**src/rtl/time_set_ctrl_if.sv**
```systemverilog
// Front-panel and counter-preset bundle for the time-setting controller.
// The controller owns the slave side; the clock core/panel owns the master side.
interface time_set_ctrl_if;
  logic       btn_mode;
  logic       btn_inc;
  logic       btn_dec;
  logic [6:0] cur_hour;
  logic [6:0] cur_min;
  logic [6:0] cur_sec;
  logic       run_en;
  logic       load_hour;
  logic       load_min;
  logic       load_sec;
  logic [6:0] data_hour;
  logic [6:0] data_min;
  logic [6:0] data_sec;
  logic [1:0] sel;
  logic       blink;

  modport master (
    output btn_mode, btn_inc, btn_dec,
    output cur_hour, cur_min, cur_sec,
    input  run_en, load_hour, load_min, load_sec,
    input  data_hour, data_min, data_sec,
    input  sel, blink
  );

  modport slave (
    input  btn_mode, btn_inc, btn_dec,
    input  cur_hour, cur_min, cur_sec,
    output run_en, load_hour, load_min, load_sec,
    output data_hour, data_min, data_sec,
    output sel, blink
  );
endinterface

```
**src/rtl/time_set_ctrl.sv**
```systemverilog
// Time-setting controller: debounced buttons drive an hour/min/sec edit FSM.
// Optional auto-repeat of inc/dec is built only with TIME_SET_AUTOREPEAT_EN.
module time_set_ctrl #(
  parameter int DEB_CYCLES    = 4,
  parameter int BLINK_DIV     = 8,
  parameter int REPEAT_CYCLES = 16
) (
  input logic            clk,
  input logic            rst,
  time_set_ctrl_if.slave bus
);

  localparam int DW = $clog2(DEB_CYCLES + 1);
  localparam int BW = $clog2(BLINK_DIV + 1);

  typedef enum logic [2:0] {
    S_RUN,
    S_HOUR,
    S_MIN,
    S_SEC,
    S_COMMIT
  } state_t;

  state_t state, state_n;

  logic [2:0] raw;
  logic [2:0] press;

  assign raw = {bus.btn_dec, bus.btn_inc, bus.btn_mode};

  // bit 0 = mode, 1 = inc, 2 = dec
  for (genvar g = 0; g < 3; g++) begin : g_deb
    logic          s1;
    logic          s2;
    logic          lvl;
    logic          lvl_q;
    logic [DW-1:0] cnt;

    always_ff @(posedge clk) begin
      if (rst) begin
        s1    <= 1'b0;
        s2    <= 1'b0;
        lvl   <= 1'b0;
        lvl_q <= 1'b0;
        cnt   <= '0;
      end else begin
        s1    <= raw[g];
        s2    <= s1;
        lvl_q <= lvl;
        if (s2 == lvl) begin
          cnt <= '0;
        end else if (cnt == DW'(DEB_CYCLES - 1)) begin
          lvl <= s2;
          cnt <= '0;
        end else begin
          cnt <= cnt + DW'(1);
        end
      end
    end

    assign press[g] = lvl & ~lvl_q;
  end

  logic       run_q;
  logic       ld_q;
  logic [1:0] sel_q;
  logic [1:0] sel_n;
  logic       blink_q;
  logic [BW-1:0] div;
  logic [6:0] sh_h, sh_m, sh_s;
  logic [6:0] sh_h_n, sh_m_n, sh_s_n;

  logic mode_ev;
  logic inc_any, dec_any;
  logic inc_ev, dec_ev;
  logic rep_inc, rep_dec;

  assign mode_ev = press[0];

`ifdef TIME_SET_AUTOREPEAT_EN
  localparam int RW = $clog2(REPEAT_CYCLES + 1);

  logic [RW-1:0] rep_cnt;
  logic          rep_hold;
  logic          rep_fire;

  // a fresh press or a field change restarts the initial delay
  assign rep_hold = (sel_q != 2'd0)
                 && (g_deb[1].lvl ^ g_deb[2].lvl)
                 && !mode_ev && !press[1] && !press[2];
  assign rep_fire = rep_hold && (rep_cnt == RW'(REPEAT_CYCLES - 1));

  always_ff @(posedge clk) begin
    if (rst || !rep_hold || rep_fire) begin
      rep_cnt <= '0;
    end else begin
      rep_cnt <= rep_cnt + RW'(1);
    end
  end

  assign rep_inc = rep_fire & g_deb[1].lvl;
  assign rep_dec = rep_fire & g_deb[2].lvl;
`else
  assign rep_inc = (REPEAT_CYCLES < 0);
  assign rep_dec = (REPEAT_CYCLES < 0);
`endif

  assign inc_any = press[1] | rep_inc;
  assign dec_any = press[2] | rep_dec;
  assign inc_ev  = inc_any & ~dec_any & ~mode_ev;
  assign dec_ev  = dec_any & ~inc_any & ~mode_ev;

  function automatic logic [6:0] clip(
    input logic [6:0] v,
    input logic [6:0] top
  );
    return (v > top) ? 7'd0 : v;
  endfunction

  function automatic logic [6:0] up(
    input logic [6:0] v,
    input logic [6:0] top
  );
    return (v >= top) ? 7'd0 : v + 7'd1;
  endfunction

  function automatic logic [6:0] dn(
    input logic [6:0] v,
    input logic [6:0] top
  );
    return (v == 7'd0 || v > top) ? top : v - 7'd1;
  endfunction

  always_comb begin
    state_n = state;
    sh_h_n  = sh_h;
    sh_m_n  = sh_m;
    sh_s_n  = sh_s;
    unique case (state)
      S_RUN: begin
        if (mode_ev) begin
          state_n = S_HOUR;
          sh_h_n  = clip(bus.cur_hour, 7'd23);
          sh_m_n  = clip(bus.cur_min, 7'd59);
          sh_s_n  = clip(bus.cur_sec, 7'd59);
        end
      end
      S_HOUR: begin
        if (mode_ev) state_n = S_MIN;
        else if (inc_ev) sh_h_n = up(sh_h, 7'd23);
        else if (dec_ev) sh_h_n = dn(sh_h, 7'd23);
      end
      S_MIN: begin
        if (mode_ev) state_n = S_SEC;
        else if (inc_ev) sh_m_n = up(sh_m, 7'd59);
        else if (dec_ev) sh_m_n = dn(sh_m, 7'd59);
      end
      S_SEC: begin
        if (mode_ev) state_n = S_COMMIT;
        else if (inc_ev) sh_s_n = up(sh_s, 7'd59);
        else if (dec_ev) sh_s_n = dn(sh_s, 7'd59);
      end
      S_COMMIT: state_n = S_RUN;
      default:  state_n = S_RUN;
    endcase
  end

  always_comb begin
    sel_n = 2'd0;
    unique case (state_n)
      S_HOUR:  sel_n = 2'd1;
      S_MIN:   sel_n = 2'd2;
      S_SEC:   sel_n = 2'd3;
      default: sel_n = 2'd0;
    endcase
  end

  always_ff @(posedge clk) begin
    if (rst) begin
      state   <= S_RUN;
      run_q   <= 1'b1;
      ld_q    <= 1'b0;
      sel_q   <= 2'd0;
      blink_q <= 1'b0;
      div     <= '0;
      sh_h    <= 7'd0;
      sh_m    <= 7'd0;
      sh_s    <= 7'd0;
    end else begin
      state <= state_n;
      run_q <= (state_n == S_RUN);
      ld_q  <= (state_n == S_COMMIT);
      sel_q <= sel_n;
      sh_h  <= sh_h_n;
      sh_m  <= sh_m_n;
      sh_s  <= sh_s_n;
      if (sel_n == 2'd0) begin
        blink_q <= 1'b0;
        div     <= '0;
      end else if (sel_n != sel_q) begin
        blink_q <= 1'b1;
        div     <= '0;
      end else if (div == BW'(BLINK_DIV - 1)) begin
        blink_q <= ~blink_q;
        div     <= '0;
      end else begin
        div <= div + BW'(1);
      end
    end
  end

  assign bus.run_en    = run_q;
  assign bus.load_hour = ld_q;
  assign bus.load_min  = ld_q;
  assign bus.load_sec  = ld_q;
  assign bus.data_hour = sh_h;
  assign bus.data_min  = sh_m;
  assign bus.data_sec  = sh_s;
  assign bus.sel       = sel_q;
  assign bus.blink     = blink_q;

endmodule

```
**src/flat_wrapper.sv**
```systemverilog
// flat-port wrapper written by rule: the top's interface ports become plain ports
module time_set_ctrl_flat 
#(
  parameter int DEB_CYCLES    = 4,
  parameter int BLINK_DIV     = 8,
  parameter int REPEAT_CYCLES = 16
)
  (clk, rst, bus_btn_mode, bus_btn_inc, bus_btn_dec, bus_cur_hour, bus_cur_min, bus_cur_sec, bus_run_en, bus_load_hour, bus_load_min, bus_load_sec, bus_data_hour, bus_data_min, bus_data_sec, bus_sel, bus_blink);
  time_set_ctrl_if bus_i ();
  input logic clk;
  input logic rst;
  input wire logic [$bits(bus_i.btn_mode)-1:0] bus_btn_mode;
  input wire logic [$bits(bus_i.btn_inc)-1:0] bus_btn_inc;
  input wire logic [$bits(bus_i.btn_dec)-1:0] bus_btn_dec;
  input wire logic [$bits(bus_i.cur_hour)-1:0] bus_cur_hour;
  input wire logic [$bits(bus_i.cur_min)-1:0] bus_cur_min;
  input wire logic [$bits(bus_i.cur_sec)-1:0] bus_cur_sec;
  output wire logic [$bits(bus_i.run_en)-1:0] bus_run_en;
  output wire logic [$bits(bus_i.load_hour)-1:0] bus_load_hour;
  output wire logic [$bits(bus_i.load_min)-1:0] bus_load_min;
  output wire logic [$bits(bus_i.load_sec)-1:0] bus_load_sec;
  output wire logic [$bits(bus_i.data_hour)-1:0] bus_data_hour;
  output wire logic [$bits(bus_i.data_min)-1:0] bus_data_min;
  output wire logic [$bits(bus_i.data_sec)-1:0] bus_data_sec;
  output wire logic [$bits(bus_i.sel)-1:0] bus_sel;
  output wire logic [$bits(bus_i.blink)-1:0] bus_blink;
  assign bus_i.btn_mode = bus_btn_mode;
  assign bus_i.btn_inc = bus_btn_inc;
  assign bus_i.btn_dec = bus_btn_dec;
  assign bus_i.cur_hour = bus_cur_hour;
  assign bus_i.cur_min = bus_cur_min;
  assign bus_i.cur_sec = bus_cur_sec;
  assign bus_run_en = bus_i.run_en;
  assign bus_load_hour = bus_i.load_hour;
  assign bus_load_min = bus_i.load_min;
  assign bus_load_sec = bus_i.load_sec;
  assign bus_data_hour = bus_i.data_hour;
  assign bus_data_min = bus_i.data_min;
  assign bus_data_sec = bus_i.data_sec;
  assign bus_sel = bus_i.sel;
  assign bus_blink = bus_i.blink;
  time_set_ctrl #(.DEB_CYCLES(DEB_CYCLES), .BLINK_DIV(BLINK_DIV), .REPEAT_CYCLES(REPEAT_CYCLES)) u_core (.clk(clk), .rst(rst), .bus(bus_i));
endmodule
```
**config.mk**
```make
export PLATFORM = sky130hd
export DESIGN_NAME = time_set_ctrl_flat
export DESIGN_NICKNAME = d
export VERILOG_FILES = /design/src/rtl/time_set_ctrl_if.sv /design/src/rtl/time_set_ctrl.sv /design/src/flat_wrapper.sv
export SDC_FILE = /design/constraint.sdc
export NUM_CORES = 1
export LEC_CHECK = 0
export CORE_UTILIZATION = 54
export CTS_CLUSTER_SIZE = 40
export DETAILED_ROUTE_END_ITERATION = 8
export MAX_ROUTING_LAYER = met4
export PLACE_DENSITY = 0.79
export SYNTH_ARGS = -nofsm -noshare
export SYNTH_HDL_FRONTEND = slang
export SYNTH_SLANG_ARGS = --single-unit
```
**constraint.sdc**
```tcl
create_clock -name clk -period 2.3 [get_ports clk]
set_input_delay 0.46 -clock clk [delete_from_list [all_inputs] [get_ports clk]]
set_output_delay 0.46 -clock clk [all_outputs]
set_load 0.01 [all_outputs]
```
# [Yosys cells after proc, flatten, opt, wreduce, memory -nomap -nowiden]
# Cells that the tools add are included.
[classes] order_cmp=9 n_eq_ne=22 n_addsub=10 reduce_logical=24 n_bitwise=17 n_mux=32
[ops] op="$mux W7" count=21
[ops] op="$pmux W7 S2" count=3
[ops] op="$gt A7 B6 Y1 const B" count=4
[ops] op="$add A7 B1 Y7 const B" count=3
[ops] op="$eq A3 B2 Y1 const B" count=7
[ops] op="$logic_not A7 Y1" count=3
[ops] op="$sub A7 B1 Y7 const B" count=3
[ops] op="$ge A7 B6 Y1 const B" count=2
[ops] op="$gt A7 B5 Y1 const B" count=2
[ops] op="$mux W3" count=4
[ops] op="$pmux W3 S4" count=1
[ops] op="$reduce_and A4 Y1" count=3
[ops] op="$not A1 Y1" count=10
[ops] op="$add A3 B1 Y3 const B" count=3
[ops] op="$ne A3 B1 Y1 const B" count=3
[ops] op="$reduce_or A3 Y1" count=3
[ops] op="$reduce_bool A2 Y1" count=4
[ops] op="$and A1 B1 Y1" count=7
[ops] op="$ge A7 B5 Y1 const B" count=1
[ops] op="$eq A3 B1 Y1 const B" count=2
[ops] op="$logic_not A3 Y1" count=2
[ops] op="$ne A2 B2 Y1 const B" count=3
[ops] op="$pmux W2 S3" count=1
[ops] op="$reduce_and A2 Y1" count=3
[ops] op="other kinds (11)" count=16
[totals] regBits=54 wordCells=138

# [Depth between registers and ports, before layout]
# Gate-level depths: netlist of run 1.
[depth] ltp_word=9 mapped_depth=8 mapped_depth_nobuf=8

# [Worst setup path after synthesis of run 1]
# OpenSTA, ideal clock, no wires.
[synth_path] kind="register -> register" start="reg u_core.sh_h[0], in the netlist u_core.bus.data_hour[0]" end="reg u_core.sh_h[3], in the netlist u_core.bus.data_hour[3]" path_stages_with_launch=8 required_ps=2197 path_buffers=0 t_arrival_ps=1763 path_slack_ps=433 setup_ps=103 path_cell_list="dfxtp_1 ha_1 and4b_1 a211oi_1 nand3_1 a21oi_1 nor2_1 a2111oi_2"
[synth_between] elab_chain_cells=7 elab_cells_between_ends=12
[synth_lines] element="from (decl)" line_no="time_set_ctrl.sv:70" text="logic [6:0] sh_h, sh_m, sh_s;"
[synth_lines] element="from (signal assigned)" line_no="time_set_ctrl.sv:194" text="sh_h <= sh_h_n;"
[synth_lines] element="$gt A7 B5 Y1 / $logic_not A7 Y1 (equally long branches)" line_no="time_set_ctrl.sv:131" text="return (v == 7'd0 || v > top) ? top : v - 7'd1;"
[synth_lines] element="$logic_or A1 B1 Y1" line_no="time_set_ctrl.sv:131"
[synth_lines] element="$mux W7" line_no="time_set_ctrl.sv:131"
[synth_lines] element="$mux W7" line_no="time_set_ctrl.sv:151" text="else if (dec_ev) sh_h_n = dn(sh_h, 7'd23);"
[synth_lines] element="$mux W7 *" line_no="time_set_ctrl.sv:150" text="else if (inc_ev) sh_h_n = up(sh_h, 7'd23);"
[synth_lines] element="$mux W7 *" line_no="time_set_ctrl.sv:149" text="if (mode_ev) state_n = S_MIN;"
[synth_lines] element="$pmux W7 S2 *" line_no="time_set_ctrl.sv:139" text="unique case (state)"
# Every way passes the cells marked *; elsewhere a longest branch is shown, timed or not. The select of a mux whose other input is x is not followed.
# A chain may end at the register's enable or synchronous reset.

# [Final worst setup path of run 1]
[layout_path] start="reg u_core.sh_s[1], in the netlist u_core.bus.data_sec[1]" end="reg u_core.sh_s[2], in the netlist u_core.bus.data_sec[2]"
[layout_between] elab_chain_cells=7 elab_cells_between_ends=12
[layout_lines] element="from (decl)" line_no="time_set_ctrl.sv:70"
[layout_lines] element="from (signal assigned)" line_no="time_set_ctrl.sv:196" text="sh_s <= sh_s_n;"
[layout_lines] element="$gt A7 B6 Y1 / $logic_not A7 Y1 (equally long branches)" line_no="time_set_ctrl.sv:131"
[layout_lines] element="$logic_or A1 B1 Y1" line_no="time_set_ctrl.sv:131"
[layout_lines] element="$mux W7" line_no="time_set_ctrl.sv:131"
[layout_lines] element="$mux W7" line_no="time_set_ctrl.sv:161" text="else if (dec_ev) sh_s_n = dn(sh_s, 7'd59);"
[layout_lines] element="$mux W7 *" line_no="time_set_ctrl.sv:160" text="else if (inc_ev) sh_s_n = up(sh_s, 7'd59);"
[layout_lines] element="$mux W7 *" line_no="time_set_ctrl.sv:159" text="if (mode_ev) state_n = S_COMMIT;"
[layout_lines] element="$pmux W7 S2 *" line_no="time_set_ctrl.sv:139"
# Marks and branches as above.

==> flow_metrics.py, run 1 <==
metrics = {
    "status": {
        "status": "completed",
    },
    "cts": {
        "cts_hold_buf": 0,
        "cts_buffers": 5,
        "clk_pin_slew_ns": 0.11,
        "postCtsSetupRepairBufs": 0,
        "insertion_delay_ns": 0.32,
        "numClockSinks": 54,
        "cts_tree": "yes",
        "cts-root-buf": "clkbuf_8",
        "cts_buffer_depth": 2,
        "h-tree-depth": 2,
    },
    "power": {
        "ir_drop_mv": 0.423,
        "power_density_nw_per_um2": 407,
        "leakage_nw": 1.40,
    },
    "routing": {
        "wl_per_cell_um": 15.0,
        "postRouteAntennaNets": 0,
        "drc": 0,
        "drt_iter0_drc": 181,
        "drt-pass1-iter-count": 5,
        "totalWireLength_um": 7840,
        "viasPerCell": 6.11,
        "vias": 3189,
    },
    "layout": {
        "area_growth_pct": 20.1,
        "layout-drive-gt1-share_pct": 8.05,
        "postLayoutCoreUtil_pct": 67.2,
        "num-nets-final": 488,
        "seq_area_um2": 1080,
        "multiInputGateArea_um2": 1980,
        "antenna_cells": 0,
        "filler_cell_count": 507,
    },
    "placed_design": {
        "hpwlAfterDp_um": 5690,
        "dp_slack_ns": 0.123,
        "place.gp.congestion": 0.935,
        "io_buffers": 53,
    },
    "yosys": {
        "yosysWarnings": 0,
        "synthesis.nets": 444,
        "synth_edf_count": 0,
        "yosysMostFrequentCell": "dfxtp_1",
        "synth-async-reset-ratio_pct": 0,
        "synth-main-ff-cell": "dfxtp_1",
        "synth_seq_cells": 54,
        "synth_top_area_share_pct": 32.8,
        "synth_cell_types": 72,
        "synth.yosys.seq_area_share_pct": 32.8,
        "synth_area_um2": 3290,
        "netlist_top_cells_count": "54 x dfxtp_1, 41 x nor2_1, 32 x a21oi_1, 26 x o21ai_0, 23 x nand2_1",
        "synth_top_area_cell": "dfxtp_1",
        "synthTopCellsByArea": "dfxtp_1 33%, ha_1 6.1%, a21oi_1 4.9%",
        "synth.avg_cell_area_um2": 8.20,
        "synth_cells": 402,
    },
    "timing": {
        "finalSetupViolations": 0,
        "drv_slew": 0,
        "timing.final.crit_period_ns": 2.07,
        "holdWs_ns": 0.426,
        "skew_ns": 0.00820,
        "fin_ws_ns": 0.227,
        "max_freq_mhz": 482,
        "grt_setup_unrepaired": "false",
        "hold_violations": 0,
        "tightest_slew_ns": 0.627,
        "fin_tns_setup_ns": 0,
        "fin_crit_sh_pct": 90.1,
        "relSlewSlack_pct": 57.1,
    },
    "setup_path": {
        "critPathKind": "flop to flop",
        "critPathCaptureType": "flop",
        "cp.required_ns": 2.55,
        "crit_arrival_ns": 2.32,
        "critical_path.max_fanout": 9,
        "crit_path_start_kind": "flop",
    },
    "global_routing": {
        "grt_pass1_wl_um": 12800,
        "grt.overflow.total": 0,
        "grt_pass1_vias": 2799,
        "grt_antenna_before_repair": 0,
        "grt_usage_pct": 26.0,
        "grt_start_max_net_pins": 49,
    },
    "die": {
        "initial_core_util_pct": 56.0,
        "design.core.area_um2": 5890,
        "rows": 28,
        "die_y_um": 80.1,
        "io_pins": 54,
        "die_area_um2": 6420,
        "die_x_um": 80.1,
    },
    "worst_hold_path": {
        "hp-class": "flop to flop",
    },
    "run": {
        "cap_violations": 0,
    },
}
[final timing paths]
path                                             start                      to  slack [ns]  depth (start not counted)
worst max-delay path            u_core.bus.data_sec[1]  u_core.bus.data_sec[2]        0.23                          7
worst min-delay path            u_core.g_deb[1].cnt[0]  u_core.g_deb[1].cnt[0]        0.43                          1
worst max register to register  u_core.bus.data_sec[1]  u_core.bus.data_sec[2]        0.23                          7
worst min register to register  u_core.g_deb[1].cnt[0]  u_core.g_deb[1].cnt[0]        0.43                          1
[where the power goes]
part	internal [mW]	total (mW)	switching (mW)
logic	0.0504	0.0840	0.0335
registers	0.941	0.944	0.00279
clock network	0.249	0.584	0.336
[metal layers]
| metal | vias to the layer above | share of wire (%) | track usage (%) |
|---|---|---|---|
| li1 | 1557 | - | - |
| met1 | 1470 | 43 | 31.7 |
| met2 | 137 | 48 | 43.8 |
| met3 | 25 | 6.3 | 4.43 |
| met4 | 0 | 2.3 | 8.04 |
| met5 | - | 0 | - |
[cell families after synthesis]
group                      share of synthesized area (%)
buffers and inverters                               7.29
AOI/OAI and AO/OA                                   23.7
adders and majority gates                           6.08
xor gates and xnor gates                            4.25
and+or+nand+nor                                     24.6
muxes                                               1.22
DFF                                                 32.8
[through the flow]
stage          cell area (um^2)  std cells  total power [mW]
2_1_floorplan              3290        402             0.993
3_3_place_gp               3850        514              1.05
3_5_place_dp               3850        514              1.05
4_1_cts                    3950        522              1.62
5_1_grt                    3960        522              1.67
6_report                   3960        522              1.61
[sequential cells by signal (all words and copies together) (netlist names)]
| register | cells |
|---|---|
| u_core.bus.data_hour | 7 |
| u_core.bus.load_hour | 1 |
| u_core.div | 4 |
| u_core.bus.sel | 2 |
| u_core.bus.run_en | 1 |
| u_core.g_deb.lvl_q | 3 |
| u_core.bus.data_sec | 7 |
| u_core.g_deb.s2 | 3 |
| u_core.state | 3 |
| u_core.g_deb.s1 | 3 |
| u_core.g_deb.lvl | 3 |
| u_core.g_deb.cnt | 9 |
| u_core.bus.blink | 1 |
| u_core.bus.data_min | 7 |
[worst max-delay path, stage by stage (launching register included)]
cell	delay, ns
dfxtp_1	0.49
inv_1	0.16
ha_1	0.21
a31o_1	0.19
or3_4	0.39
o221ai_1	0.22
a21oi_1	0.12
a211oi_2	0.22
[layout make-up]
class                   instances  share of cell area [%]
clock buffers                   6                    2.09
clock inverters                 2                   0.411
inverters                      19                    1.80
multi-input cells             303                    50.0
flip-flops and latches         54                    27.4
well taps                      75                    2.37
repair buffers                 63                    15.9
[timing repair]
item / in CTS / in global routing
hold endpoints to repair: 0 / 0
gates resized for setup: 0 / 2
setup endpoints to repair: 0 / 5
[cell usage in the layout, fill, tap and decap left out, types with 7 or more instances in the layout]
cell type / count
nor2b_1: 9
xor2_1: 8
buf_4: 8
inv_1: 19
nand3_1: 17
xnor2_1: 8
dfxtp_1: 53
o21ai_0: 26
nor2_1: 41
nor3_1: 10
nand2_1: 23
a21oi_1: 32
or3_1: 7
ha_1: 16
clkdlybuf4s50_1: 53
Note: power is estimated with default switching activity, not from simulation.
==> inputs of run 2 (changes only) <==
- CAP_MARGIN: unset -> 10
==> results of run 2 <==
The final DEF is identical to that of run 1; final timing and power are the same.
